`config.mk`:
```
export PLATFORM = sky130hd
export DESIGN_NAME = ahb_lock_arbiter
export DESIGN_NICKNAME = d
export VERILOG_FILES = /design/src/rtl/ahb_lock_arbiter.sv
export SDC_FILE = /design/constraint.sdc
export NUM_CORES = 1
export LEC_CHECK = 0
export CAP_MARGIN = 20
export CORE_AREA = 10 10 47 49
export CTS_CLUSTER_DIAMETER = 30
export CTS_CLUSTER_SIZE = 28
export DETAILED_ROUTE_END_ITERATION = 6
export DIE_AREA = 0 0 57 59
export PLACE_DENSITY = 0.65
export SETUP_SLACK_MARGIN = 0.4
export SLEW_MARGIN = 20
export SYNTH_ARGS = -nofsm -noshare
export SYNTH_HDL_FRONTEND = slang
export SYNTH_SLANG_ARGS = --single-unit
export TNS_END_PERCENT = 5
```
`constraint.sdc`:
```
create_clock -name HCLK -period 2.72 [get_ports HCLK]
set_input_delay 0.544 -clock HCLK [delete_from_list [all_inputs] [get_ports HCLK]]
set_output_delay 0.544 -clock HCLK [all_outputs]
set_load 0.05 [all_outputs]
```
`src/rtl/ahb_lock_arbiter.sv`:
```
// ahb_lock_arbiter
// Two-master AHB-Lite arbiter (M1 = instruction fetch, M2 = data) with a
// default master, locked-sequence hold and a bounded tenure per grant.
// Optional feature macro: ARB_RR_EN
//   defined   : round-robin tie-break plus MAX_TENURE limit while the other
//               master is waiting.
//   undefined : fixed priority M1 over M2; no last-master or tenure state.
module ahb_lock_arbiter #(
  parameter int unsigned MAX_TENURE  = 4,
  parameter int unsigned MASTER_BITS = 2
) (
  input  logic                   HCLK,
  input  logic                   HRESETn,
  input  logic                   HBUSREQ_M1,
  input  logic                   HBUSREQ_M2,
  input  logic                   HLOCK_M1,
  input  logic                   HLOCK_M2,
  input  logic [1:0]             HTRANS,
  input  logic                   HREADY,
  output logic                   HGRANT_M1,
  output logic                   HGRANT_M2,
  output logic                   HGRANT_DEF,
  output logic [MASTER_BITS-1:0] HMASTER,
  output logic                   HMASTLOCK
);

  // Encoding doubles as the HMASTER value of each owner.
  typedef enum logic [1:0] {
    GNT_DEF = 2'd0,
    GNT_M1  = 2'd1,
    GNT_M2  = 2'd2
  } gnt_t;

  gnt_t gnt;
  gnt_t gnt_nxt;
  logic req_g;
  logic req_o;
  logic lock_g;
  logic seq_busy;
  logic tenure_ok;
  logic held;

`ifdef ARB_RR_EN
  gnt_t       last;
  logic [3:0] tenure;
`endif

  // Hold test for the current owner and next-owner selection, using only
  // the inputs present in this cycle.
  always_comb begin
    req_g   = 1'b0;
    req_o   = 1'b0;
    lock_g  = 1'b0;
    gnt_nxt = GNT_DEF;
    case (gnt)
      GNT_M1: begin
        req_g  = HBUSREQ_M1;
        req_o  = HBUSREQ_M2;
        lock_g = HLOCK_M1;
      end
      GNT_M2: begin
        req_g  = HBUSREQ_M2;
        req_o  = HBUSREQ_M1;
        lock_g = HLOCK_M2;
      end
      default: ;
    endcase
    // A locked sequence only ends when an IDLE is seen on the bus.
    seq_busy = HMASTLOCK && (HTRANS != 2'b00);
`ifdef ARB_RR_EN
    tenure_ok = (tenure < 4'(MAX_TENURE)) || !req_o;
`else
    tenure_ok = !req_o;
`endif
    held = (gnt != GNT_DEF) && (lock_g || seq_busy || (req_g && tenure_ok));
    if (held) begin
      gnt_nxt = gnt;
    end else if (HBUSREQ_M1 && HBUSREQ_M2) begin
`ifdef ARB_RR_EN
      gnt_nxt = (last == GNT_M1) ? GNT_M2 : GNT_M1;
`else
      gnt_nxt = GNT_M1;
`endif
    end else if (HBUSREQ_M1) begin
      gnt_nxt = GNT_M1;
    end else if (HBUSREQ_M2) begin
      gnt_nxt = GNT_M2;
    end else begin
      gnt_nxt = GNT_DEF;
    end
  end

  // Grant FSM with registered grant/ownership outputs; advances only on
  // HREADY=1 edges so wait states freeze every register.
  always_ff @(posedge HCLK or negedge HRESETn) begin
    if (!HRESETn) begin
      gnt        <= GNT_DEF;
      HGRANT_DEF <= 1'b1;
      HGRANT_M1  <= 1'b0;
      HGRANT_M2  <= 1'b0;
      HMASTER    <= '0;
      HMASTLOCK  <= 1'b0;
`ifdef ARB_RR_EN
      last       <= GNT_M2;
      tenure     <= '0;
`endif
    end else if (HREADY) begin
      gnt        <= gnt_nxt;
      HGRANT_DEF <= (gnt_nxt == GNT_DEF);
      HGRANT_M1  <= (gnt_nxt == GNT_M1);
      HGRANT_M2  <= (gnt_nxt == GNT_M2);
      // Ownership follows the grant that was in force during this cycle.
      HMASTER    <= MASTER_BITS'(gnt);
      HMASTLOCK  <= lock_g;
`ifdef ARB_RR_EN
      if (gnt_nxt != gnt) begin
        tenure <= '0;
        if (gnt_nxt != GNT_DEF) begin
          last <= gnt_nxt;
        end
      end else if (HTRANS[1] && (HMASTER == MASTER_BITS'(gnt)) &&
                   (tenure < 4'(MAX_TENURE))) begin
        tenure <= tenure + 4'd1;
      end
`endif
    end
  end

endmodule
```
==> out/summary.txt <==
first-pass GRT wire length = 1.68 mm
cell taking the most area after synthesis = dfrtp_1
Max clock buf depth = 2
DP Area = 638 um2
max-slew violation count = 0
vias in the first global route = 360
WP data required = 2.85 ns
asr flop ratio synth = 100%
chip height = 59 um
Vias = 385
Routed Wire Length = 1.04 mm
setup repair bufs after CTS = 0
Root Driver = clkbuf_4
Clock Skews = 0.00774 ns
hold slack = 0.510 ns
maximum vdd drop = 0.489 mV
Main synth FF type = dfrtp_1
minimum clock period after layout = 2.12 ns
TNS Setup = 0 ns
Post-DRT Antenna Nets = 0
footprint of the multi-input gates = 254 um2
status = finished, final reports clean
fin nets = 73
row count = 14
Crit. End Element = flop
HP Class = flop to flop
EDFF count, synth = 0
Clk pin slew, worst setup/hold paths = 0.06 ns
DR WL/cell = 13.7 um
Ports = 15
initial antenna violation count = 0
Max Cap Violations = 0
Fill cells = 152
Cell variety after synth = 22
GRT Total Usage = 6.22%
reg2reg end = gnt[0]
count leader, synth = dfrtp_1
synthesized instance count = 43
Pre-Repair DR Iteration Count = 2
grt ovf = 0
Via density = 5.07
Syn Nets = 55
die area = 3360 um2
top post-synthesis cells by count = dfrtp_1 (7), inv_1 (6), nand3_1 (4)
RSZ-0062 raised after global routing = false
IO Port Bufs = 14
mapped cell area = 482 um2
DR iter-0 viols = 8
DR DRC count = 0
Mapped Avg Cell Area = 11.2 um2
# hold bufs at CTS = 0
number of placed cells counting well taps = 72
Layout Area Growth over Synthesis = 37.9%
clk_lat worst skew = 0.25 ns
Final setup viols = 0
register area share after synthesis = 41.8%
TritonCTS buffer count = 3
share of the synthesized area in the top cell type = 36.4%
core area = 1400 um2
Hold Path Depth = 1
Die Wd = 57 um
Cell Pwr Density = 869 nW/um2
Leak Pwr = 0.276 nW
CTS tree = built
#FFs+latches synth = 8
FMAX = 471 MHz
layout cells sized above 1 = 21.7%
design area = 664 um2
setup slack, reg-to-reg = 0.64 ns
initial core utilization = 34.4%
antenna cells = 0
WS Path Type = input pin to flop
CP Launch Type = input pin
Hold Fails Final Rpt = 0
worst reg2reg path depth = 6
Slew headroom = 66.8%
H-Tree Depth = 1
Worst Hold Launch = HMASTER[0]
# resized after CTS = 0
Synth area leaders = dfrtp_1 (36%), ha_1 (7.8%), dfstp_2 (5.5%), o311ai_4 (5.5%), inv_1 (4.7%)
arrival time at the worst endpoint = 2.25 ns
Clock Sinks = 8
worst hold endpoint = HMASTER[0]
Least-Margin Pin Slew = 0.497 ns
Crit Reg-Reg Startpoint = gnt[0]
Syn. warnings = 0
critical path peak fanout = 6
largest net degree at the start of global routing = 14
Post-Layout Cell Count = 76
final worst-path cycle share = 78.1%
routability cong. = 0.832
FF/Latch Area = 201 um2
## per-stage QoR
step	total power, mW	utilization [%]	setup WS, ns
after CTS	0.584	47.4	0.599
after detailed placement	0.487	45.5	0.342
final	0.578	47.4	0.596
after floorplan	0.394	-	0.826
after global placement	0.486	45.5	0.384
after global routing	0.616	47.4	0.548
## logic make-up after synthesis
family,count (synthesis),synth area share [%]
and+or+nand+nor,13,19.2
adders and majority gates,3,7.79
muxes,3,7.79
DFF,8,41.8
buffers and inverters,7,5.45
AOI/OAI and AO/OA,9,17.9
## report_power, final
part / internal [mW] / leakage (nW) / switching, mW / total (mW)
registers: 0.156 / 0.0977 / 0.0251 / 0.181
logic: 0.121 / 0.163 / 0.180 / 0.301
clock network: 0.0560 / 0.0150 / 0.0394 / 0.0954
## registers in the layout (all words and copies together), names as in the netlist
signal and count:
HMASTER 2, gnt 2, HGRANT_DEF 1, HGRANT_M1 1, HGRANT_M2 1, HMASTLOCK 1
## how the worst max path moves through the flow
stage | startpoint | end | slack, ns | cells past startpoint
4_1_cts | HBUSREQ_M1 | gnt[0] | 0.60 | 5
6_report | HBUSREQ_M1 | gnt[0] | 0.60 | 5
3_3_place_gp | HBUSREQ_M1 | gnt[0] | 0.38 | 5
5_1_grt | HBUSREQ_M1 | gnt[0] | 0.55 | 5
3_5_place_dp | HBUSREQ_M1 | gnt[0] | 0.34 | 5
2_1_floorplan | gnt[0] | gnt[0] | 0.83 | 6
## per-layer routing
metal / vias to the layer above / GRT usage [%] / routed length [um]
met5: - / 0 / 0
met4: 0 / 2.01 / 0
met3: 0 / 4.51 / 97
met2: 11 / 9.30 / 492
met1: 179 / 6.77 / 453
li1: 195 / - / -
## worst max-delay path, cell delays in order
cell and delay, ns:
clkdlybuf4s50_1 0.55, and4bb_1 0.26, o311ai_4 0.36, and3_4 0.25, mux2_4 0.29
## cells in the final DEF, fill, tap and decap left out
| master | count |
|---|---|
| a211o_2 | 1 |
| a22o_1 | 1 |
| a31oi_1 | 1 |
| and2_2 | 1 |
| and2b_2 | 1 |
| and3_4 | 1 |
| and4bb_1 | 1 |
| and4bb_2 | 1 |
| clkbuf_1 | 1 |
| clkbuf_4 | 3 |
| clkdlybuf4s50_1 | 14 |
| dfrtp_1 | 7 |
| dfstp_2 | 1 |
| ha_1 | 3 |
| inv_1 | 6 |
| mux2_2 | 2 |
| mux2_4 | 1 |
| nand3_1 | 4 |
| nand4_1 | 2 |
| nor2_1 | 2 |
| o211ai_1 | 1 |
| o21ai_0 | 2 |
| o221ai_1 | 2 |
| o311ai_4 | 1 |
## layout make-up
cell class              instances  share of cell area, %
multi-input cells              28                   38.2
flip-flops and latches          8                   30.3
repair buffers                 14                   21.1
clock buffers                   4                   3.95
inverters                       6                   3.39
well taps                      16                   3.01
No activity file was read; power rests on OpenSTA's default activity.
==> RTL change 1 (config.mk and constraints unchanged) <==
Change the parameter `MASTER_BITS` from 2 to 4.
--- a/src/rtl/ahb_lock_arbiter.sv
+++ b/src/rtl/ahb_lock_arbiter.sv
@@ -7,7 +7,7 @@
 //   undefined : fixed priority M1 over M2; no last-master or tenure state.
 module ahb_lock_arbiter #(
   parameter int unsigned MAX_TENURE  = 4,
-  parameter int unsigned MASTER_BITS = 2
+  parameter int unsigned MASTER_BITS = 4
 ) (
   input  logic                   HCLK,
   input  logic                   HRESETn,
Interface: changed (resized HMASTER); port bits go from 15 to 17. No check against the original RTL was run, so the function may have changed too.
==> RTL change 1 against the original RTL <==
Synthesized area up 12%; worst hold slack worse by 0.0024 ns; maximum frequency about the same; power up 11%; sequential cell count unchanged; design area up 7.0%; wire length up 19%; worst setup slack better by 0.00068 ns; combinational power up 15%.
==> RTL change 1: results (changes against the original RTL) <==
sequential element share of the synthesized area 37.3% (was 41.8%); met2 GRT Util 11.6% (was 9.30%); Synth Area in Compound Gates 18.5% (was 17.9%); Global Route Usage Sum 7.80% (was 6.22%); Min Hold Slack 0.508 ns (was 0.510 ns); peak fanout along the critical path 7 (was 6); final-stage net count 79 (was 73); gpl congestion 0.879 (was 0.832); vias per inst 5.52 (was 5.07); largest net degree at the start of global routing 10 (was 14); met3 wire len 82 µm (was 97 µm); placed cells 78 (was 72); Yosys cell types 31 (was 22); reg2reg setup slack 0.63 ns; vias in the first global route 485 (was 360); drt total wl 1240 µm (was 1040 µm); worst r2r src gnt[1] (was gnt[0]); FMAX 0.471 GHz (about the same); ranking of synthesized cells by area dfrtp_1 (32%), ha_1 (6.9%), mux2_4 (5.6%) (was dfrtp_1 (36%), ha_1 (7.8%), dfstp_2 (5.5%)); met1 global-route usage 8.15% (was 6.77%); Hold Path End HMASTER[1] (was HMASTER[0]); first-pass GRT wire length 2050 µm (was 1680 µm); placed cell area 684 µm² (was 638 µm²); Placement Setup Slack 0.353 ns (was 0.342 ns); post-synthesis mux area share 9.72% (was 7.79%); area share of fa/ha/maj cells after synthesis 6.94% (was 7.79%); CP arrival 2.27 ns (was 2.25 ns); vias 453 (was 385); Mapped Cells 50 (was 43); Leak 0.000295 µW (was 0.000276 µW); routed wl met2 569 µm (was 492 µm); share of cells above drive strength 1 21.2% (was 21.7%); Peak VDD IR 0.373 mV (was 0.489 mV); wl on met1 540 µm (was 453 µm); met3 Usage GRT 3.00% (was 4.51%); Top Layer Used met4 (was met3); FILL cells 143 (was 152); worst slew pin tran 0.498 ns (was 0.497 ns); status finished clean (unchanged)
[RTL change 1: changes by cell type in the layout (fill, tap and decap cells not counted), sizes merged, moves of 2 or more]
cell,delta
inv,-2
nand3,-3
nor2b,+2
conb,+2
o221ai,-2
nor2,+2
a2111oi,+2
[RTL change 1: power by group]
group          internal, µW  switching [µW]
Clock                  56.5            45.7
Sequential              160            34.9
Combinational           142             204
[RTL change 1: area by class of cell]
| cell class | instances | area (µm²) | area share, % |
|---|---|---|---|
| inverter | 4 | 15.0 | 2.11 |
| sequential | 8 | 201 | 28.3 |
| tap | 16 | 20.0 | 2.82 |
| multi-input combinational | 36 | 308 | 43.3 |
| timing repair buffer | 14 | 140 | 19.7 |
| clock buffer | 4 | 26.3 | 3.70 |
[RTL change 1: worst max-delay path, cell delays in order]
cell and delay, ns:
clkdlybuf4s50_1 0.59, and4bb_4 0.28, o31ai_4 0.29, and3_4 0.26
mux2_4 0.29
==> RTL change 2 (same flow settings) <==
Without the edit above. Reset style: synchronous (`HRESETn`), changed in one clocked block.
--- a/src/rtl/ahb_lock_arbiter.sv
+++ b/src/rtl/ahb_lock_arbiter.sv
@@ -92,7 +92,7 @@
 
   // Grant FSM with registered grant/ownership outputs; advances only on
   // HREADY=1 edges so wait states freeze every register.
-  always_ff @(posedge HCLK or negedge HRESETn) begin
+  always_ff @(posedge HCLK) begin
     if (!HRESETn) begin
       gnt        <= GNT_DEF;
       HGRANT_DEF <= 1'b1;
Behaviour: differs if HRESETn is asserted again (counterexample within 4 cycles, from zero or initial values and one cycle with HRESETn low); with HRESETn held inactive, the same outputs for 10 cycles.
==> RTL change 2 against the original RTL <==
Worst setup slack improved by 0.15 ns; non-clock buffer count grew 1; sequential share of layout area shrank 8.8 points; register-to-register slack better by 0.21 ns; sequential cell count unchanged; synthesized area increased by 18%; design area up 12%; wire length increased by 26%; worst hold slack lost 0.018 ns; critical path type is now reg2out; highest routed layer is now met4.
Power is not compared: it rests on default switching activity, and its combinational part moved more than twofold at a synthesized area within 25%.
==> RTL change 2: results (changes against the original RTL) <==
status finished clean (unchanged); FILL cells 131 (was 152); mean cell area of the mapped netlist 9.04 µm² (was 11.2 µm²); CP startpoint HMASTLOCK (was HBUSREQ_M1); Global Route Usage Sum 8.37% (was 6.22%); Worst-Skew Late Latency 0.27 ns (was 0.25 ns); final-stage net count 93 (was 73); drt initial violations 3 (was 8); worst slew pin tran 0.499 ns (was 0.497 ns); FFs w/ async S/R, synth 0% (was 100%); Post-synth top cells dfxtp_1 (8), nand2_1 (6), mux2i_1 (5), o21ai_0 (5), inv_1 (4) (was dfrtp_1 (7), inv_1 (6), nand3_1 (4)); peak fanout along the critical path 3 (was 6); worst r2r src gnt[0] (unchanged); Max stage delay on crit path 0.81 ns (was 0.55 ns); Post-Syn Nets 75 (was 55); worst clock skew 0.00602 ns (was 0.00774 ns); ranking of synthesized cells by area dfxtp_1 (28%), mux2i_1 (8.8%), ha_1 (6.6%) (was dfrtp_1 (36%), ha_1 (7.8%), dfstp_2 (5.5%)); vias per inst 5.33 (was 5.07); placed cells 92 (was 72); sequential element share of the synthesized area 28.1% (was 41.8%); R2R Path End HGRANT_M2 (was gnt[0]); Hold Path End HMASTLOCK (was HMASTER[0]); FF+latch area 160 µm² (was 201 µm²); Final clock-cell share 3.03% (was 3.95%); seq_cells 8 (unchanged); count of multi-input gates 49 (was 28); largest net degree at the start of global routing 11 (was 14); crit path capture HMASTLOCK (was gnt[0]); gpl congestion 0.824 (was 0.832); vias 506 (was 385); drt wl/cell 13.9 µm (was 13.7 µm); Min Hold Slack 0.492 ns (was 0.510 ns); Yosys cell types 28 (was 22); share of cells above drive strength 1 15.2% (was 21.7%); Non-Clock Buffer Count 15 (was 14); WHS Path Cells 2 (was 1)
RTL change 2: cell count changes after synthesis, sizes merged, moves of 5 or more:
cell / before / now
dfrtp: 7 / 0
nand2: 0 / 6
dfxtp: 0 / 8
mux2i: 0 / 5
RTL change 2: power groups by stage:
stage	combinational, µW	clock, µW	sequential [µW]
after floorplan	35.7	0	144
after global placement	78.0	0	131
after detailed placement	77.5	0	131
after CTS	78.0	107	128
after global routing	83.6	111	128
final	77.2	101	128
RTL change 2: routing by layer:
| metal | wire [µm] | part of all wire (%) | vias to the layer above | track usage, % |
|---|---|---|---|---|
| met1 | 554 | 42 | 228 | 8.16 |
| met4 | 34 | 2.6 | 0 | 6.04 |
| li1 | - | - | 262 | - |
| met3 | 117 | 8.9 | 3 | 4.29 |
| met2 | 612 | 46 | 13 | 13.5 |
| met5 | 0 | 0 | - | 0 |
